<file path="config.mk">
export PLATFORM = sky130hd
export DESIGN_NAME = pc_ras
export DESIGN_NICKNAME = d
export VERILOG_FILES = /design/src/rtl/pc_ras.sv
export SDC_FILE = /design/constraint.sdc
export NUM_CORES = 1
export LEC_CHECK = 0
export BUFFER_PORTS_ARGS = -buffer_cell sky130_fd_sc_hd__buf_2
export CORE_MARGIN = 2
export CORE_UTILIZATION = 49
export CTS_CLUSTER_SIZE = 10
export DETAILED_ROUTE_END_ITERATION = 6
export PLACE_DENSITY_LB_ADDON = 0.12
export SKIP_LAST_GASP = 1
export SLEW_MARGIN = 20
export SYNTH_ARGS = -nofsm -noshare
export SYNTH_HDL_FRONTEND = slang
export SYNTH_SLANG_ARGS = --single-unit
</file>
<file path="constraint.sdc">
create_clock -name clock -period 4.55 [get_ports clock]
set_input_delay 0.455 -clock clock [delete_from_list [all_inputs] [get_ports clock]]
set_output_delay 0.455 -clock clock [all_outputs]
set_load 0.02 [all_outputs]
</file>
<file path="src/rtl/pc_ras.sv">
// Fetch PC register with trap redirect and a circular return-address stack.
// The PC and the stack pointer/count update on the rising edge; ras_top is read combinationally.
module pc_ras #(
  parameter int unsigned     XLEN      = 32,
  parameter int unsigned     INC       = 1,
  parameter logic [XLEN-1:0] RESET_VEC = '0,
  parameter int unsigned     RAS_DEPTH = 4,
  parameter int unsigned     RAS_PTR_W = 2
) (
  input  logic                 clock,
  input  logic                 reset,
  input  logic                 load,
  input  logic [2:0]           pc_sel,
  input  logic [XLEN-1:0]      jal,
  input  logic [XLEN-1:0]      jalr,
  input  logic [XLEN-1:0]      branch,
  input  logic                 trap,
  input  logic [XLEN-1:0]      trap_vec,
  input  logic                 ras_push,
  input  logic                 ras_pop,
  input  logic                 ras_flush,
  output logic [XLEN-1:0]      pc,
  output logic [XLEN-1:0]      ras_top,
  output logic                 ras_empty,
  output logic [RAS_PTR_W:0]   ras_count
);

  typedef enum logic [2:0] {
    SEL_PLUS     = 3'd0,
    SEL_JAL      = 3'd1,
    SEL_JALR     = 3'd2,
    SEL_BRANCH   = 3'd3,
    SEL_RAS_RET  = 3'd4,
    SEL_TRAP_VEC = 3'd5
  } pc_sel_e;

  logic [XLEN-1:0]      stack [RAS_DEPTH];
  logic [RAS_PTR_W-1:0] top_ptr;
  logic [RAS_PTR_W-1:0] ptr_next;
  logic [RAS_PTR_W:0]   count_next;
  logic [RAS_PTR_W-1:0] wr_ptr;
  logic                 wr_en;
  logic [XLEN-1:0]      pc_inc;
  logic [XLEN-1:0]      pc_next;
  logic                 ras_full;
  logic                 do_push;
  logic                 do_pop;

  assign pc_inc    = pc + XLEN'(INC);
  assign ras_empty = (ras_count == '0);
  assign ras_full  = (ras_count == (RAS_PTR_W+1)'(RAS_DEPTH));
  assign ras_top   = ras_empty ? '0 : stack[top_ptr];
  assign do_push   = load && !trap && ras_push;
  assign do_pop    = load && !trap && ras_pop;

  always_comb begin
    pc_next = pc;
    case (pc_sel_e'(pc_sel))
      SEL_PLUS:     pc_next = pc_inc;
      SEL_JAL:      pc_next = jal;
      SEL_JALR:     pc_next = jalr;
      SEL_BRANCH:   pc_next = branch;
      SEL_RAS_RET:  pc_next = ras_empty ? jalr : ras_top;
      SEL_TRAP_VEC: pc_next = trap_vec;
      default:      pc_next = pc;
    endcase
  end

  // Push+pop on a non-empty stack rewrites the top in place; a full push
  // advances onto the oldest slot so the newest return always survives.
  always_comb begin
    ptr_next   = top_ptr;
    count_next = ras_count;
    wr_ptr     = top_ptr;
    wr_en      = 1'b0;
    if (ras_flush) begin
      ptr_next   = '0;
      count_next = '0;
    end else if (do_push && do_pop && !ras_empty) begin
      wr_en = 1'b1;
    end else if (do_push) begin
      ptr_next = top_ptr + RAS_PTR_W'(1);
      wr_ptr   = top_ptr + RAS_PTR_W'(1);
      wr_en    = 1'b1;
      if (!ras_full) count_next = ras_count + (RAS_PTR_W+1)'(1);
    end else if (do_pop && !ras_empty) begin
      ptr_next   = top_ptr - RAS_PTR_W'(1);
      count_next = ras_count - (RAS_PTR_W+1)'(1);
    end
  end

  always_ff @(posedge clock) begin
    if (reset) begin
      pc <= RESET_VEC;
    end else if (trap) begin
      pc <= trap_vec;
    end else if (load) begin
      pc <= pc_next;
    end
  end

  always_ff @(posedge clock) begin
    if (reset) begin
      top_ptr   <= '0;
      ras_count <= '0;
    end else begin
      top_ptr   <= ptr_next;
      ras_count <= count_next;
    end
  end

  always_ff @(posedge clock) begin
    if (!reset && wr_en) begin
      stack[wr_ptr] <= pc_inc;
    end
  end

endmodule

</file>
==> flow_summary.yaml, run 1 <==
outcome:
  status: "completed"
clock_tree:
  post-cts-setup-buffers: 0
  numCtsBuffers: 17
  cts.sinks: 167
  cts_resized: 0
  cts-root-buf: "clkbuf_16"
  clkTransAtPathRegs_ns: 0.06
  cts_tree: "done"
  clk_latency_ns: 0.43
  cts_max_path_buffers: 2
  cts_hold_buf: 0
  htreeDepth: 4
hold_path:
  min_to: "pc[7]$_SDFFE_PP0P_"
  hold_path_startpoint: "jalr[7]"
  hold_path_class: "in -> reg"
  min_path_cells: 3
cells_and_area:
  fin_area_um2: 10800
  most-common-layout-cells: "205 x buf_2, 128 x edfxtp_1, 60 x nand2_1"
  finalNetCount: 1124
  layout_commonest_cell: "buf_2"
  area_growth_pct: 20.2
  final_util_pct: 60.1
  regArea_um2: 4630
  instances_no_fill: 1224
  fillers: 1542
  diodes: 0
  drive_above_1_share_pct: 30.4
  multi_input_area_um2: 4040
grt:
  grt_pass1_wl_um: 43500
  grt_usage_pct: 29.4
  antenna_found_initial: 0
  grt_pass1_vias: 7476
  grt_max_degree: 39
  grt-ovfl-total: 0
yosys:
  ys_ff_latch: 167
  async_reset_ff_share_pct: 0
  yosysUniqueCellTypes: 62
  synth_top_flop_cell: "edfxtp_1"
  yosysWarningCount: 0
  synth.avg_cell_area_um2: 11.2
  synth_cells: 803
  synth.cell_area_um2: 9010
  syn-num-nets: 945
  synth-edff-count: 128
  ys_seq_area_share_pct: 51.3
setup_path:
  arrival_ns: 2.66
  worst-r2r-setup-slack_ns: 1.79
  end_kind: "primary output"
  slowest_stage: "dfxtp_2"
  critPathMaxFanout: 23
  required_ns: 4.09
  cp_top_family: "flip-flops"
  reg2reg_depth: 7
  crit_path_cell_trace: "buf_4, mux4_2, and2_1, buf_2"
  rr_startpoint: "ras_count[0]$_SDFFE_PP0P_"
  timing.critical_path.buf_inv: 2
  critical_path_class: "reg -> out"
  r2r_end: "pc[16]$_SDFFE_PP0P_"
  cp_slowest_stage_delay_ns: 0.92
  start_kind: "flip-flop"
die:
  start_util_pct: 50.0
  core-area_um2: 18000
  io_pins: 206
  design.die.area_um2: 19500
  dieWidth_um: 140
  die_h_um: 140
  num_rows: 49
sta:
  min_period_ns: 3.12
  max_slew_margin_pct: 34.0
  tns_ns: 0
  finalSetupViolations: 0
  finalHoldViolCount: 0
  timing.fmax_mhz: 321
  worst-slew-pin-transition_ns: 0.990
  skew_ns: 0.00846
  maxSlewViolCount: 0
  rsz0062_at_grt: "false"
  finalCritPeriodShare_pct: 68.5
placement:
  postPlaceCellArea_um2: 10200
  hpwl_um: 19600
  portBuffers: 205
  globalplace.congestion: 0.825
  place_inst: 1192
power_and_ir_drop:
  p_total_mw: 3.75
  ir_worst_vdd_mv: 0.248
  power_leakage_nw: 4.22
  p_per_area_nw_per_um2: 346
route:
  drc: 0
  antenna_left: 0
  drt_iter0_drc: 745
  vias: 7742
  viasPerCell: 6.33
  wirelength_um: 28900
  drt-wirelength-per-cell_um: 23.6
  drt_pass1_iterations: 5
flow_run:
  drv_cap: 0
[how the worst max path moves through the flow]
stage / to / slack, ns / depth (start not counted)
2_1_floorplan: stack[2][0]$_DFFE_PP_ / 0.18 / 8
3_5_place_dp: stack[2][12]$_DFFE_PP_ / 1.36 / 9
3_3_place_gp: stack[2][8]$_DFFE_PP_ / 1.41 / 9
4_1_cts: ras_top[4] / 1.38 / 4
6_report: ras_top[17] / 1.43 / 4
5_1_grt: ras_top[9] / 1.27 / 5
[through the flow]
stage	hold slack, ns	setup slack (ns)
after CTS	0.315	1.38
after floorplan	0.477	0.182
after detailed placement	0.497	1.36
after global routing	0.324	1.27
after global placement	0.499	1.41
final	0.325	1.43
[synthesized netlist by cell type, drive strengths merged (12+ instances only)]
cell type / n / area [um2]
o21ai: 38 / 190
buf: 20 / 106
and2: 23 / 144
a211oi: 19 / 143
xor2: 12 / 105
a21oi: 55 / 275
mux4: 32 / 721
inv: 27 / 101
a22oi: 34 / 255
edfxtp: 128 / 3840
o22ai: 21 / 131
nor3: 37 / 185
nand2: 60 / 225
mux2i: 26 / 260
clkbuf: 42 / 158
nand3: 15 / 75.1
dfxtp: 39 / 781
nor4: 14 / 100
nor2: 23 / 86.3
or2: 14 / 87.6
xnor2: 13 / 114
[routing by layer]
| metal | vias up | routed length (um) | GRT usage (%) |
|---|---|---|---|
| met4 | 0 | 720 | 9.11 |
| met3 | 58 | 2510 | 5.09 |
| li1 | 3479 | - | - |
| met1 | 3768 | 11600 | 38.6 |
| met5 | - | 0 | 0 |
| met2 | 437 | 14100 | 50.1 |
[final cells by class]
| class | instances | share of cell area [%] |
|---|---|---|
| Inverter | 28 | 0.970 |
| Clock inverter | 11 | 1.59 |
| Tap cell | 229 | 2.65 |
| Sequential cell | 167 | 42.7 |
| Multi-Input combinational cell | 546 | 37.3 |
| Timing Repair Buffer | 222 | 10.7 |
| Clock buffer | 21 | 4.16 |
[worst reg2reg max path, cell delays in order (launching register included)]
cell,delay (ns)
dfxtp_1,0.37
or3_1,0.36
buf_4,0.30
inv_2,0.55
nor2_1,0.36
a22o_1,0.32
a211o_1,0.22
a21o_1,0.17
[state kept, by name, summed over array words and instances, names as in the netlist, named ones only]
signal and count:
pc 32, top_ptr 2, ras_count 3, stack 128
[kinds of logic after synthesis]
kind of cell	after synthesis	share of synthesized area (%)
XOR/XNOR	25	2.43
buffers and inverters	90	4.10
AO/OA/AOI/OAI	229	16.9
AND/OR/NAND/NOR	227	13.4
multiplexers	61	11.3
flip-flops	167	51.3
adder cells (fa/ha/maj)	4	0.639
[power breakdown]
part | internal, mW | total [mW] | switching (mW)
clock | 0.936 | 1.52 | 0.587
combinational | 0.188 | 0.491 | 0.302
sequential | 1.68 | 1.73 | 0.0565
(Power assumes the default switching activity.)
==> run 2, diff against run 1 <==
Clock period 4.55 ns to 2.75 ns, I/O delays scaled along.
==> run 2 against run 1 <==
Count of clock-buffer cells in the layout shrank 3. Flip-flop and latch count unchanged. Core utilization up 1.9 points. Die area unchanged. Wire length is 2.5% higher. Sequential share of layout area is 1.3 points lower. Sequential power rose by 64%. Critical path depth unchanged. First-iteration DRC count up 15%. Clock skew decreased by 0.0016 ns. Largest power group unchanged.
==> flow_summary.yaml, run 2 (synthesis gave the netlist of run 1 again) <==
outcome:
  status: "completed"
cells_and_area:
  drive_above_1_share_pct: 33.0
  diodes: 0
  regMostFlops: "stack"
  regArea_um2: 4630
  finalNetCount: 1156
  fillers: 1526
  top_regs: "stack (128), pc (32), ras_count (3)"
  multi_input_area_um2: 4070
  largest_reg_flops: 128
  most-common-layout-cells: "205 x buf_2, 128 x edfxtp_1, 60 x nand2_1"
  layout_commonest_cell: "buf_2"
  area_growth_pct: 23.9
sta:
  min_period_ns: 2.59
  timing.fmax_mhz: 387
  rsz0062_at_grt: "false"
  maxSlewViolCount: 0
  tns_ns: 0
  max_slew_margin_pct: 51.8
  finalSetupViolations: 0
  worst-slew-pin-transition_ns: 0.720
  finalHoldViolCount: 0
  skew_ns: 0.00682
  whs_ns: 0.174
  finalCritPeriodShare_pct: 94.1
  layout_setup_ws_ns: 0.163
route:
  drt-wirelength-per-cell_um: 23.6
  antenna_left: 0
  drc: 0
  drt_pass1_iterations: 6
  vias: 7879
  drt_iter0_drc: 856
  viasPerCell: 6.27
  wirelength_um: 29600
grt:
  grt_max_degree: 37
  antenna_found_initial: 0
  grt_pass1_wl_um: 44200
  grt_pass1_vias: 7503
  grt_usage_pct: 30.5
  grt-ovfl-total: 0
clock_tree:
  clk_latency_ns: 0.42
  post-cts-setup-buffers: 0
  cts_tree: "done"
  htreeDepth: 4
  cts_resized: 0
  cts_max_path_buffers: 2
  clkTransAtPathRegs_ns: 0.06
  cts.sinks: 167
  numCtsBuffers: 17
  cts-root-buf: "clkbuf_16"
  cts_hold_buf: 0
die:
  design.die.area_um2: 19500
  io_pins: 206
  core-area_um2: 18000
  start_util_pct: 50.0
  die_h_um: 140
  dieWidth_um: 140
  num_rows: 49
power_and_ir_drop:
  power_frac_comb_pct: 14.5
  p_per_area_nw_per_um2: 552
  power.share.sequential_pct: 46.1
  power_leakage_nw: 4.41
  ir_worst_vdd_mv: 0.470
  p_clk_share_pct: 39.3
  intPower_mw: 4.56
  sw_frac_of_total_pct: 26.0
  p_sw_mw: 1.60
hold_path:
  hold_path_class: "in -> reg"
setup_path:
  end_kind: "primary output"
  arrival_ns: 2.31
  critPathMaxFanout: 11
  critical_path_class: "reg -> out"
  start_kind: "flip-flop"
  required_ns: 2.48
placement:
  hpwl_um: 21100
  portBuffers: 205
  place_ws_ns: 0.281
  globalplace.congestion: 0.933
flow_run:
  drv_cap: 0
==> run 2: changes by cell type in the layout (fill, tap and decap cells not counted), sizes merged <==
cell	previous run	this run
buf	222	254
bufinv	4	3
clkbuf	21	18
clkinv	5	6
inv	28	31
==> run 2: worst paths after layout <==
path              slack, ns                      to  depth (start not counted)                    start
setup / recovery       0.16             ras_top[28]                          4                flip-flop
hold / removal         0.17      pc[7]$_SDFFE_PP0P_                          3                  jalr[7]
setup reg to reg       0.25  stack[2][30]$_DFFE_PP_                          5       pc[0]$_SDFFE_PP0P_
hold reg to reg        0.50               flip-flop                          2  top_ptr[0]$_SDFFE_PP0P_
==> run 2: through the flow <==
| stage | utilization, % | power [mW] | instances | cell area (um2) |
|---|---|---|---|---|
| detailed placement | 58.6 | 3.77 | 1224 | 10600 |
| finish | 61.9 | 6.16 | 1256 | 11200 |
| floorplan | - | 3.37 | 803 | 9040 |
| global route | 61.9 | 6.34 | 1256 | 11200 |
| global placement | 58.6 | 3.77 | 1224 | 10600 |
| CTS | 61.9 | 6.17 | 1256 | 11200 |
==> run 2: per-layer routing <==
layer	share of wire (%)	routed length (um)	track usage [%]	up-vias
met4	3.2	937	12.2	0
met2	46	13600	47.4	481
met3	11	3120	6.16	71
met5	0	0	0	-
met1	40	12000	42.4	3774
li1	-	-	-	3553
==> run 2: cell type report <==
| cell class | instances | share of cell area [%] |
|---|---|---|
| Timing Repair Buffer | 254 | 13.3 |
| Tap cell | 229 | 2.57 |
| Multi-Input combinational cell | 546 | 36.4 |
| Clock inverter | 14 | 1.54 |
| Sequential cell | 167 | 41.4 |
| Clock buffer | 18 | 3.84 |
| Inverter | 28 | 0.941 |
==> run 2: worst max-delay path, stage by stage, from the launching register on <==
cell     delay (ns)
dfxtp_2        0.63
buf_4          0.30
mux4_2         0.58
and2_1         0.21
buf_2          0.16
==> run 2: power groups by stage <==
stage	registers (mW)	logic, mW	clock network (mW)
floorplan	2.92	0.448	0
global placement	2.89	0.874	0
detailed placement	2.89	0.876	0
CTS	2.84	0.882	2.44
global route	2.85	0.958	2.54
finish	2.84	0.894	2.42
==> run 3, diff against run 2 <==
Settings changed: CORE_UTILIZATION 49 to 38.
==> run 3 against run 2 <==
Cell area rose by 1.0%. Sequential share of layout area fell by 0.42 points. Hold slack worse by 0.023 ns. Fmax up 3.2%. Highest routed layer unchanged. Power grew 0.44%. Count of clock-buffer cells in the layout fell by 1. Die area increased by 28%. Critical path type is now reg -> reg. Flip-flop and latch count unchanged. Critical path depth increased by 1. Largest cell class unchanged.
==> flow_summary.yaml, run 3 (synthesis gave the netlist of run 1 again) <==
grt:
  grt_pass1_wl_um: 45800
  antenna_found_initial: 0
  grt-ovfl-total: 0
  grt_pass1_vias: 7563
  grt_usage_pct: 25.3
  grt_max_degree: 36
flow_run:
  drv_cap: 0
die:
  num_rows: 56
  io_pins: 206
  die_h_um: 158
  core-area_um2: 23400
  dieWidth_um: 158
  design.die.area_um2: 25000
  start_util_pct: 38.5
setup_path:
  critPathMaxFanout: 14
  cp_top_family: "simple AND/OR/NAND/NOR gates"
  reg2reg_depth: 5
  cp.depth: 5
  slowest_stage: "or4_4"
  cp_slowest_stage_delay_ns: 0.68
  end_kind: "flip-flop"
  arrival_ns: 2.66
  critical_path_class: "reg -> reg"
  crit_path_cell_trace: "ha_1, nand4_1, or4_4, o31a_1, or2_1"
  timing.critical_path.buf_inv: 0
  required_ns: 2.91
  start_kind: "flip-flop"
clock_tree:
  clk_latency_ns: 0.43
  cts-root-buf: "clkbuf_16"
  cts_resized: 0
  cts_max_path_buffers: 2
  post-cts-setup-buffers: 0
  clkTransAtPathRegs_ns: 0.07
  cts_tree: "done"
  cts_hold_buf: 0
  cts.sinks: 167
  numCtsBuffers: 17
  htreeDepth: 4
placement:
  globalplace.congestion: 0.834
  postPlaceCellArea_um2: 10700
  portBuffers: 205
  hpwl_um: 22300
cells_and_area:
  final_util_pct: 48.2
  drive_above_1_share_pct: 33.1
  area_growth_pct: 25.2
  finalNetCount: 1156
  regMostFlops: "stack"
  most-common-layout-cells: "205 x buf_2, 128 x edfxtp_1, 60 x nand2_1"
  diodes: 0
  fin_area_um2: 11300
  layout_commonest_cell: "buf_2"
  largest_reg_flops: 128
  top_regs: "stack (128), pc (32), ras_count (3)"
sta:
  timing.fmax_mhz: 399
  worst-slew-pin-transition_ns: 0.702
  skew_ns: 0.00784
  max_slew_margin_pct: 53.0
  finalHoldViolCount: 0
  finalSetupViolations: 0
  finalCritPeriodShare_pct: 91.2
  maxSlewViolCount: 0
  min_period_ns: 2.51
  rsz0062_at_grt: "false"
route:
  wl_met1_um: 13700
  antenna_left: 0
  wl_met2_um: 14800
  vias: 7751
  dr_wl_met3_um: 2130
  maxUsedRoutingLayer: "met4"
  drt_iter0_drc: 728
  drt-wirelength-per-cell_um: 23.3
  wirelength_um: 31300
  drt_pass1_iterations: 5
  drc: 0
  viasPerCell: 5.76
hold_path:
  hold_path_class: "in -> reg"
  min_path_cells: 3
outcome:
  status: "completed"
power_and_ir_drop:
  ir_worst_vdd_mv: 0.383
  p_total_mw: 6.19
  power_leakage_nw: 4.41
  p_per_area_nw_per_um2: 548
[run 3: cell types whose count changed in the layout (fill, tap and decap cells not counted)]
cell        previous run  this run
clkinvlp_4             2         4
inv_6                  4         2
clkbuf_1               1         0
clkinv_4               2         3
[run 3: metal layers]
metal | vias up | track usage, %
met5 | - | 0
li1 | 3529 | -
met3 | 45 | 3.34
met4 | 0 | 8.15
met2 | 314 | 40.9
met1 | 3863 | 35.2
[run 3: worst reg2reg max path: stages (launching register included)]
cell	delay (ns)
dfxtp_1	0.44
ha_1	0.26
nand4_1	0.22
or4_4	0.68
o31a_1	0.35
or2_1	0.28
[run 3: power by group]
part           internal [mW]  switching [mW]  total (mW)  leakage, nW
logic                  0.350           0.554       0.904         2.63
registers               2.77          0.0672        2.84         1.49
clock network           1.43            1.01        2.44        0.283
[run 3: stage by stage]
stage               std cells  setup WS, ns  hold WS, ns  setup TNS (ns)
global placement         1314         0.348        0.533               0
detailed placement       1314         0.258        0.541               0
global route             1346         0.153        0.176               0
CTS                      1346         0.240        0.127               0
floorplan                 803        -0.247        0.435          -15.33
finish                   1346         0.243        0.151               0
[run 3: area by class of cell]
class | instances | area (um2)
fill | 2256 | 12100
sequential | 167 | 4630
multi-input combinational | 546 | 4070
timing repair buffer | 254 | 1480
clock buffer | 17 | 425
tap | 319 | 399
clock inverter | 15 | 178
inverter | 28 | 105
[run 3: worst paths after layout]
path	startpoint	end	slack (ns)
setup / recovery	pc[0]$_SDFFE_PP0P_	stack[2][30]$_DFFE_PP_	0.24
hold / removal	jalr[7]	pc[7]$_SDFFE_PP0P_	0.15
setup reg to reg	pc[0]$_SDFFE_PP0P_	stack[2][30]$_DFFE_PP_	0.24
hold reg to reg	top_ptr[0]$_SDFFE_PP0P_	flip-flop	0.55
